`src/rtl/mc_pkg.sv`:
```
// Shared constants, encodings and state enum for the multicycle control unit.
package mc_pkg;

  localparam logic [6:0] OP_LW    = 7'b0000011;
  localparam logic [6:0] OP_SW    = 7'b0100011;
  localparam logic [6:0] OP_BEQ   = 7'b1100011;
  localparam logic [6:0] OP_RTYPE = 7'b0110011;

  typedef enum logic [3:0] {
    ALU_AND = 4'b0000,
    ALU_OR  = 4'b0001,
    ALU_ADD = 4'b0010,
    ALU_SUB = 4'b0110
  } alu_op_e;

  typedef enum logic [1:0] {
    SRCB_RS2  = 2'b00,
    SRCB_FOUR = 2'b01,
    SRCB_IMM  = 2'b10
  } src_b_e;

  typedef enum logic [3:0] {
    FETCH    = 4'd0,
    DECODE   = 4'd1,
    EXEC_R   = 4'd2,
    WB_ALU   = 4'd3,
    MEM_ADDR = 4'd4,
    MEM_RD   = 4'd5,
    WB_MEM   = 4'd6,
    MEM_WR   = 4'd7,
    BRANCH   = 4'd8,
    TRAP     = 4'd9
  } state_e;

endpackage

```
`src/rtl/multicycle_control_if.sv`:
```
// Instruction/data memory request-ready handshake between control unit and memories.
interface multicycle_control_if;
    logic imem_req;
    logic imem_ready;
    logic dmem_req;
    logic dmem_we;
    logic dmem_ready;

    modport master (output imem_req, dmem_req, dmem_we, input imem_ready, dmem_ready);
    modport slave  (input imem_req, dmem_req, dmem_we, output imem_ready, dmem_ready);
endinterface

```
`src/rtl/mc_alu_decode.sv`:
```
// R-type ALU operation decode from funct3/funct7[5]; flags unsupported funct3.
module mc_alu_decode
    import mc_pkg::*;
(
    input  logic [2:0] funct3,
    input  logic       funct7_b5,
    output alu_op_e    alu_op,
    output logic       legal
);

    always_comb begin
        alu_op = ALU_ADD;
        legal  = 1'b1;
        case (funct3)
            3'b000:  alu_op = funct7_b5 ? ALU_SUB : ALU_ADD;
            3'b111:  alu_op = ALU_AND;
            3'b110:  alu_op = ALU_OR;
            default: legal  = 1'b0;
        endcase
    end

endmodule

```
`src/rtl/multicycle_control.sv`:
```
// Multicycle RV32-subset control FSM: sequences fetch/decode/execute/memory/writeback
// over a shared datapath, with memory ready handshakes and a data-memory timeout trap.
module multicycle_control
    import mc_pkg::*;
#(
    parameter int MEM_TIMEOUT = 16,
    parameter int RET_W       = 32
) (
    input  logic                 clk,
    input  logic                 rst,
    input  logic [6:0]           opcode,
    input  logic [2:0]           funct3,
    input  logic                 funct7_b5,
    input  logic                 zero,
    multicycle_control_if.master mem,
    output logic                 ir_write,
    output logic                 pc_write,
    output logic                 pc_src,
    output logic                 alu_src_a,
    output logic [1:0]           alu_src_b,
    output logic [3:0]           alu_op,
    output logic                 reg_write,
    output logic                 mem_to_reg,
    output logic                 illegal,
    output logic [3:0]           state_o,
    output logic [RET_W-1:0]     retired
);

    localparam int CW = $clog2(MEM_TIMEOUT + 1);

    state_e           state_q, state_d;
    logic [CW-1:0]    tmo_q, tmo_d;
    logic             illegal_q;
    logic [RET_W-1:0] retired_q;
    logic             ret_inc;
    logic             tmo_hit;
    logic             imem_req_c, dmem_req_c, dmem_we_c;
    alu_op_e          dec_op;
    logic             dec_legal;

    mc_alu_decode u_alu_decode (
        .funct3    (funct3),
        .funct7_b5 (funct7_b5),
        .alu_op    (dec_op),
        .legal     (dec_legal)
    );

    // Limit is judged on the count including the current wait cycle.
    assign tmo_hit = (int'(tmo_q) + 1) >= MEM_TIMEOUT;

    always_ff @(posedge clk) begin
        if (rst) begin
            state_q   <= FETCH;
            tmo_q     <= '0;
            illegal_q <= 1'b0;
            retired_q <= '0;
        end else begin
            state_q <= state_d;
            tmo_q   <= tmo_d;
            if (state_d == TRAP) illegal_q <= 1'b1;
            if (ret_inc) retired_q <= retired_q + 1'b1;
        end
    end

    always_comb begin
        state_d    = state_q;
        tmo_d      = tmo_q;
        ret_inc    = 1'b0;
        imem_req_c = 1'b0;
        dmem_req_c = 1'b0;
        dmem_we_c  = 1'b0;
        ir_write   = 1'b0;
        pc_write   = 1'b0;
        pc_src     = 1'b0;
        alu_src_a  = 1'b0;
        alu_src_b  = SRCB_RS2;
        alu_op     = ALU_ADD;
        reg_write  = 1'b0;
        mem_to_reg = 1'b0;
        if (!rst) begin
            case (state_q)
                FETCH: begin
                    imem_req_c = 1'b1;
                    alu_src_b  = SRCB_FOUR;
                    if (mem.imem_ready) begin
                        ir_write = 1'b1;
                        pc_write = 1'b1;
                        state_d  = DECODE;
                    end
                end
                DECODE: begin
                    alu_src_b = SRCB_IMM;
                    case (opcode)
                        OP_LW, OP_SW: state_d = MEM_ADDR;
                        OP_RTYPE:     state_d = dec_legal ? EXEC_R : TRAP;
                        OP_BEQ:       state_d = BRANCH;
                        default:      state_d = TRAP;
                    endcase
                end
                EXEC_R: begin
                    alu_src_a = 1'b1;
                    alu_op    = dec_op;
                    state_d   = WB_ALU;
                end
                WB_ALU: begin
                    reg_write = 1'b1;
                    ret_inc   = 1'b1;
                    state_d   = FETCH;
                end
                MEM_ADDR: begin
                    alu_src_a = 1'b1;
                    alu_src_b = SRCB_IMM;
                    tmo_d     = '0;
                    state_d   = (opcode == OP_LW) ? MEM_RD : MEM_WR;
                end
                MEM_RD: begin
                    dmem_req_c = 1'b1;
                    tmo_d      = tmo_q + 1'b1;
                    if (mem.dmem_ready) state_d = WB_MEM;
                    else if (tmo_hit)   state_d = TRAP;
                end
                WB_MEM: begin
                    reg_write  = 1'b1;
                    mem_to_reg = 1'b1;
                    ret_inc    = 1'b1;
                    state_d    = FETCH;
                end
                MEM_WR: begin
                    dmem_req_c = 1'b1;
                    dmem_we_c  = 1'b1;
                    tmo_d      = tmo_q + 1'b1;
                    if (mem.dmem_ready) begin
                        ret_inc = 1'b1;
                        state_d = FETCH;
                    end else if (tmo_hit) begin
                        state_d = TRAP;
                    end
                end
                BRANCH: begin
                    alu_src_a = 1'b1;
                    alu_op    = ALU_SUB;
                    pc_write  = zero;
                    pc_src    = 1'b1;
                    ret_inc   = 1'b1;
                    state_d   = FETCH;
                end
                TRAP:    state_d = TRAP;
                default: state_d = TRAP;
            endcase
        end
    end

    assign mem.imem_req = imem_req_c;
    assign mem.dmem_req = dmem_req_c;
    assign mem.dmem_we  = dmem_we_c;
    assign illegal      = illegal_q;
    assign state_o      = state_q;
    assign retired      = retired_q;

endmodule

```
`src/flat_wrapper.sv`:
```
// flat-port wrapper written by rule: the top's interface ports become plain ports
module multicycle_control_flat import mc_pkg::*;
#(
    parameter int MEM_TIMEOUT = 16,
    parameter int RET_W       = 32
)
  (clk, rst, opcode, funct3, funct7_b5, zero, ir_write, pc_write, pc_src, alu_src_a, alu_src_b, alu_op, reg_write, mem_to_reg, illegal, state_o, retired, mem_imem_req, mem_dmem_req, mem_dmem_we, mem_imem_ready, mem_dmem_ready);
  multicycle_control_if mem_i ();
  input  logic clk;
  input  logic rst;
  input  logic [6:0] opcode;
  input  logic [2:0] funct3;
  input  logic funct7_b5;
  input  logic zero;
  output logic ir_write;
  output logic pc_write;
  output logic pc_src;
  output logic alu_src_a;
  output logic [1:0] alu_src_b;
  output logic [3:0] alu_op;
  output logic reg_write;
  output logic mem_to_reg;
  output logic illegal;
  output logic [3:0] state_o;
  output logic [RET_W-1:0] retired;
  output wire logic [$bits(mem_i.imem_req)-1:0] mem_imem_req;
  output wire logic [$bits(mem_i.dmem_req)-1:0] mem_dmem_req;
  output wire logic [$bits(mem_i.dmem_we)-1:0] mem_dmem_we;
  input wire logic [$bits(mem_i.imem_ready)-1:0] mem_imem_ready;
  input wire logic [$bits(mem_i.dmem_ready)-1:0] mem_dmem_ready;
  assign mem_imem_req = mem_i.imem_req;
  assign mem_dmem_req = mem_i.dmem_req;
  assign mem_dmem_we = mem_i.dmem_we;
  assign mem_i.imem_ready = mem_imem_ready;
  assign mem_i.dmem_ready = mem_dmem_ready;
  multicycle_control #(.MEM_TIMEOUT(MEM_TIMEOUT), .RET_W(RET_W)) u_core (.clk(clk), .rst(rst), .opcode(opcode), .funct3(funct3), .funct7_b5(funct7_b5), .zero(zero), .mem(mem_i), .ir_write(ir_write), .pc_write(pc_write), .pc_src(pc_src), .alu_src_a(alu_src_a), .alu_src_b(alu_src_b), .alu_op(alu_op), .reg_write(reg_write), .mem_to_reg(mem_to_reg), .illegal(illegal), .state_o(state_o), .retired(retired));
endmodule
```
`config.mk`:
```
export PLATFORM = sky130hd
export DESIGN_NAME = multicycle_control_flat
export DESIGN_NICKNAME = d
export VERILOG_FILES = /design/src/rtl/mc_pkg.sv /design/src/rtl/multicycle_control_if.sv /design/src/rtl/mc_alu_decode.sv /design/src/rtl/multicycle_control.sv /design/src/flat_wrapper.sv
export SDC_FILE = /design/constraint.sdc
export NUM_CORES = 1
export LEC_CHECK = 0
export CAP_MARGIN = 20
export CORE_AREA = 5 5 71 99
export DETAILED_ROUTE_END_ITERATION = 8
export DIE_AREA = 0 0 76 104
export MAX_ROUTING_LAYER = met4
export PLACE_DENSITY = 0.67
export SKIP_CTS_REPAIR_TIMING = 1
export SLEW_MARGIN = 30
export SYNTH_ARGS = -nofsm -noshare
export SYNTH_HDL_FRONTEND = slang
export SYNTH_SLANG_ARGS = --single-unit
```
`constraint.sdc`:
```
create_clock -name clk -period 4.7 [get_ports clk]
set_clock_uncertainty 0.1 [all_clocks]
set_input_delay 0.705 -clock clk [delete_from_list [all_inputs] [get_ports clk]]
set_output_delay 0.705 -clock clk [all_outputs]
set_load 0.02 [all_outputs]
```
==> results.py, run 1 <==
metrics = {
    "yosys": {
        "ys_async_sr_fraction_pct": 0,
        "avgSynthCellArea_sq_um": 7.85,
        "synth_area_sq_um": 2330,
        "syn_inst": 297,
        "yosysWarnings": 0,
        "ys_types": 50,
        "syn_nets": 315,
        "synth_edf_count": 0,
        "synthFlopType": "dfxtp_1",
        "ys_seq_area_share_pct": 36.1,
        "ys_seq_elements": 42,
    },
    "placed_design": {
        "port_buffers": 66,
        "dp_slack_ns": 1.20,
        "routabilityCongestion": 0.954,
        "dp.cells": 418,
        "dp_hpwl_mm": 4.42,
    },
    "sta": {
        "rsz0062_at_grt": "no",
        "period_share_pct": 74.4,
        "setup_viol": 0,
        "layout_setup_ws_ns": 1.20,
        "period_minus_slack_ns": 3.50,
        "tns_ns": 0,
        "drv_slew": 0,
        "final_hold_viol_count": 0,
        "tightest_slew_ns": 0.629,
        "maxSlewHeadroom_pct": 58.0,
        "max_freq_mhz": 286,
    },
    "floorplan": {
        "die_y_um": 104,
        "rows": 34,
        "ios": 68,
        "die-width_um": 76,
        "die-area_sq_um": 7900,
        "coreArea_sq_um": 6080,
        "start_util_pct": 38.3,
    },
    "clocking": {
        "clk_pin_slew_ns": 0.07,
        "clkLatencyLatePin_ns": 0.29,
        "htreeDepth": 2,
        "cts.root.buffer_cell": "clkbuf_8",
        "cts_num_sinks": 42,
        "clk_path_buf_depth": 2,
        "numCtsBuffers": 5,
        "cts_tree": "built",
    },
    "pwr": {
        "combPwrFrac_pct": 16.8,
        "ir_drop_mv": 0.154,
        "p_per_area_nw_per_um2": 232,
        "p_sw_share_pct": 27.5,
        "p_sw_w": 0.000195,
        "p_clk_share_pct": 30.6,
        "seq_power_share_pct": 52.7,
        "p_leak_nw": 0.998,
        "p_total_w": 0.000711,
        "p_int_w": 0.000515,
    },
    "worst_setup_path": {
        "path_buf_inv": 2,
        "cp_cell_sequence": "clkdlybuf4s50_1, nor2_1, nand2_1, nor3_1, nand3_1, nor2_1, clkdlybuf4s50_1",
        "cp.required_ns": 3.89,
        "r2r_end": "u_core.retired[23]",
        "worstPathArrival_ns": 2.69,
        "start_kind": "primary input",
        "worstSetupPathType": "in2out",
        "crit_slowest_cell": "clkdlybuf4s50_1",
        "worst_path_largest_cell_delay_ns": 0.61,
        "reg2reg_depth": 6,
        "rr_startpoint": "u_core.state_o[2]",
        "crit_family": "buffers and inverters",
        "crit_fanout": 10,
        "r2r_setup_slack_ns": 1.84,
        "end_kind": "output port",
    },
    "route": {
        "drt_wl_total_mm": 6.07,
        "postRouteAntennaNets": 0,
        "viasPerCell": 5.48,
        "drtPass1Iterations": 4,
        "drc_errors": 0,
        "wl_per_cell_um": 14.3,
        "vias": 2330,
        "drt-initial-drc-count": 133,
    },
    "final_layout": {
        "final_common_cell": "clkdlybuf4s50_1",
        "syn_to_final_growth_pct": 31.2,
        "fin_nets": 371,
        "mostFrequentLayoutCells": "clkdlybuf4s50_1, nor2_1, dfxtp_1",
        "diodes": 0,
        "drive_above_1_share_pct": 4.53,
        "fin_cells": 425,
    },
    "grt": {
        "overflow": 0,
        "grt_pass1_vias": 2319,
        "antenna_found_initial": 0,
        "grt_pass1_wl_mm": 10.5,
        "grt_max_degree": 41,
        "grt_util_all_layers_pct": 15.8,
    },
    "run_status": {
        "status": "completed",
    },
    "worst_hold_path": {
        "hp-class": "reg2reg",
        "min_from": "u_core.illegal",
        "min_to": "u_core.illegal",
        "hold_path_depth": 1,
    },
    "job": {
        "maxCapViolations": 0,
    },
}
synthesized netlist by cell type, types with 3 or more instances:
cell type / count / share of area (%)
nor2_1: 44 / 7.1
dfxtp_1: 42 / 36
xnor2_1: 22 / 8.3
nand2_1: 21 / 3.4
a21oi_1: 19 / 4.1
o21ai_0: 14 / 3.0
nand3_1: 13 / 2.8
nor4_1: 13 / 3.5
clkbuf_1: 10 / 1.6
nor3_1: 10 / 2.1
inv_1: 8 / 1.3
nor2b_1: 7 / 1.9
or3_1: 6 / 1.6
and3_1: 5 / 1.3
nand4_1: 4 / 1.1
nor3b_1: 4 / 1.3
a21o_1: 3 / 0.97
a31oi_1: 3 / 0.80
buf_6: 3 / 1.4
nand2b_1: 3 / 0.80
state kept, by name, summed over array words and instances, names as in the netlist:
| name | count |
|---|---|
| u_core.retired | 32 |
| u_core.state_o | 4 |
| u_core.illegal | 1 |
| u_core.tmo_q | 5 |
worst max-delay path by stage:
stage                                 start                  to  slack, ns  cells past startpoint
final                                   rst           alu_op[0]       1.20                      7
after global routing                    rst           alu_op[0]       1.03                      7
after CTS                               rst           alu_op[0]       1.20                      7
after detailed placement                rst           alu_op[0]       1.20                      7
after global placement                  rst           alu_op[0]       1.27                      7
after floorplan           u_core.retired[6]  u_core.retired[29]       1.87                      9
area by class of cell:
class	instances	area, sq um
flip-flops and latches	42	841
multi-input cells	228	1350
repair buffers	68	676
clock buffers	5	68.8
clock inverters	2	10.0
inverters	8	30.0
well taps	72	90.1
fillers	593	3020
layer usage:
layer  global-route usage [%]  share of wire [%]  up-vias  wire (um)
li1                         -                  -     1156          -
met1                     17.4                 42     1090       2570
met2                     26.9                 50       74       3040
met3                     4.25                6.2       10        378
met4                     6.11                1.3        0         80
met5                        -                  0        -          0
worst reg2reg max path, stage by stage (launching register included):
cell	delay [ns]
dfxtp_1	0.47
or3_1	0.53
o22a_1	0.23
buf_4	0.22
or4_4	0.62
or4b_1	0.49
a21oi_1	0.14
cell families after synthesis:
group	share of synthesized area (%)
AO/OA/AOI/OAI	14.9
XOR/XNOR	8.64
adder cells (fa/ha/maj)	1.07
buffers and inverters	6.28
flip-flops	36.1
multiplexers	0.858
other	0.161
AND/OR/NAND/NOR	32.1
stage by stage:
step	util (%)	instance area (sq um)	hold slack, ns
2_1_floorplan	-	2330	0.337
3_3_place_gp	49.0	2980	0.367
3_5_place_dp	49.0	2980	0.368
4_1_cts	50.3	3060	0.385
5_1_grt	50.3	3060	0.415
6_report	50.3	3060	0.378
power by group through the flow:
stage,clock [W],combinational (W),sequential [W]
6_report,0.000217,0.000119,0.000374
5_1_grt,0.000243,0.000130,0.000376
4_1_cts,0.000226,0.000121,0.000374
3_5_place_dp,0,0.000120,0.000383
3_3_place_gp,0,0.000119,0.000383
2_1_floorplan,0,0.0000697,0.000382
(Power assumes the default switching activity.)
==> run 2, diff against run 1 <==
- clock period: 4.7 -> 3.6 ns (I/O delays scaled with it)
==> run 2 against run 1 <==
Against the previous run: highest routed layer unchanged; worst setup slack worse by 0.61 ns; total power up 35%; wire length up 0.69%; combinational power up 32%; sequential power up 31%; clock power up 44%.
==> results.py, run 2 (synthesis results as in run 1) <==
metrics = {
    "sta": {
        "rsz0062_at_grt": "no",
        "period_share_pct": 83.4,
        "maxSlewHeadroom_pct": 59.3,
        "setup_viol": 0,
        "final_hold_viol_count": 0,
        "drv_slew": 0,
        "tns_ns": 0,
        "tightest_slew_ns": 0.609,
        "period_minus_slack_ns": 3.00,
        "max_freq_mhz": 333,
    },
    "job": {
        "maxCapViolations": 0,
    },
    "clocking": {
        "numCtsBuffers": 5,
        "cts_tree": "built",
        "htreeDepth": 2,
        "clkLatencyLatePin_ns": 0.29,
        "clk_path_buf_depth": 2,
        "cts_num_sinks": 42,
        "clk_pin_slew_ns": 0.07,
        "cts.root.buffer_cell": "clkbuf_8",
    },
    "final_layout": {
        "mostFrequentLayoutCells": "clkdlybuf4s50_1, nor2_1, dfxtp_1",
        "drive_above_1_share_pct": 4.79,
        "fin_nets": 372,
        "diodes": 0,
        "largest_register_ffs": 32,
        "syn_to_final_growth_pct": 32.1,
        "final_common_cell": "clkdlybuf4s50_1",
        "final_util_pct": 50.6,
    },
    "worst_hold_path": {
        "hp-class": "reg2reg",
    },
    "worst_setup_path": {
        "start_kind": "flop",
        "end_kind": "output port",
        "worstPathArrival_ns": 2.36,
        "cp.required_ns": 2.96,
        "cp_cell_sequence": "or3_1, nor3_1, a21o_1, clkdlybuf4s50_1",
        "crit_family": "simple AND/OR/NAND/NOR gates",
        "crit_slowest_cell": "clkdlybuf4s50_1",
        "worst_path_largest_cell_delay_ns": 0.59,
        "crit_fanout": 16,
        "path_buf_inv": 1,
        "worstSetupPathType": "reg2out",
    },
    "placed_design": {
        "dp_hpwl_mm": 4.45,
        "routabilityCongestion": 0.887,
        "port_buffers": 66,
    },
    "floorplan": {
        "die-width_um": 76,
        "die-area_sq_um": 7900,
        "rows": 34,
        "ios": 68,
        "die_y_um": 104,
        "coreArea_sq_um": 6080,
        "start_util_pct": 38.3,
    },
    "grt": {
        "grt_pass1_vias": 2231,
        "antenna_found_initial": 0,
        "grt_util_all_layers_pct": 15.4,
        "grt_pass1_wl_mm": 10.3,
        "grt_max_degree": 29,
        "overflow": 0,
    },
    "route": {
        "drc_errors": 0,
        "drt-initial-drc-count": 154,
        "viasPerCell": 5.48,
        "postRouteAntennaNets": 0,
        "drt_wl_total_mm": 6.11,
        "drtPass1Iterations": 4,
        "wl_per_cell_um": 14.3,
        "vias": 2341,
    },
    "pwr": {
        "ir_drop_mv": 0.268,
        "p_leak_nw": 1.01,
        "p_per_area_nw_per_um2": 311,
    },
    "run_status": {
        "status": "completed",
    },
}
==> run 2: changes by cell type in the layout (fill, tap and decap cells not counted) <==
| cell | before | now |
|---|---|---|
| clkinv_2 | 2 | 1 |
| clkbuf_1 | 0 | 1 |
| clkbuf_8 | 5 | 6 |
| buf_4 | 2 | 3 |
==> run 2: worst paths after layout <==
| kind | from | end | slack (ns) | cells past startpoint |
|---|---|---|---|---|
| setup / recovery | u_core.state_o[2] | pc_write | 0.60 | 4 |
| hold / removal | u_core.tmo_q[3] | u_core.tmo_q[3] | 0.39 | 1 |
| setup reg to reg | u_core.retired[9] | u_core.retired[23] | 0.79 | 6 |
| hold reg to reg | u_core.tmo_q[3] | u_core.tmo_q[3] | 0.39 | 1 |
==> run 2: routing by layer <==
layer,track usage (%),vias to the layer above,wire length [um],part of all wire [%]
li1,-,1160,-,-
met1,18.8,1100,2680,44
met2,24.9,73,2950,48
met3,3.99,8,395,6.5
met4,4.45,0,78,1.3
met5,-,-,0,0
==> run 2: report_power, final <==
group          total, W  switching, W  internal (W)  leakage (nW)
Sequential     0.000489     0.0000170      0.000472         0.339
Combinational  0.000157     0.0000854     0.0000713         0.620
Clock          0.000312      0.000157      0.000155        0.0482
Total          0.000958      0.000260      0.000698          1.01
==> run 2: per-stage QoR <==
| step | setup WS, ns | cells | hold WS (ns) | instance area (sq um) | power [W] |
|---|---|---|---|---|---|
| 3_5_place_dp | 0.658 | 419 | 0.365 | 2990 | 0.000657 |
| 2_1_floorplan | 0.770 | 297 | 0.337 | 2330 | 0.000590 |
| 3_3_place_gp | 0.689 | 419 | 0.371 | 2990 | 0.000656 |
| 6_report | 0.597 | 427 | 0.386 | 3080 | 0.000958 |
| 4_1_cts | 0.613 | 427 | 0.381 | 3080 | 0.000970 |
| 5_1_grt | 0.485 | 427 | 0.392 | 3080 | 0.00100 |
==> run 2: final cells by class <==
cell class | count | area [sq um]
fill | 622 | 3000
multi-input combinational | 228 | 1350
sequential | 42 | 841
timing repair buffer | 69 | 683
tap | 72 | 90.1
clock buffer | 7 | 86.3
inverter | 8 | 30.0
clock inverter | 1 | 5.00
==> run 2: worst register-to-register path, cell delays in order, from the launching register on <==
cell and delay (ns):
dfxtp_1 0.48, and4_1 0.27, nand3_1 0.11, or4_4 0.58, or4_4 0.59, or4b_1 0.48
a21oi_1 0.14
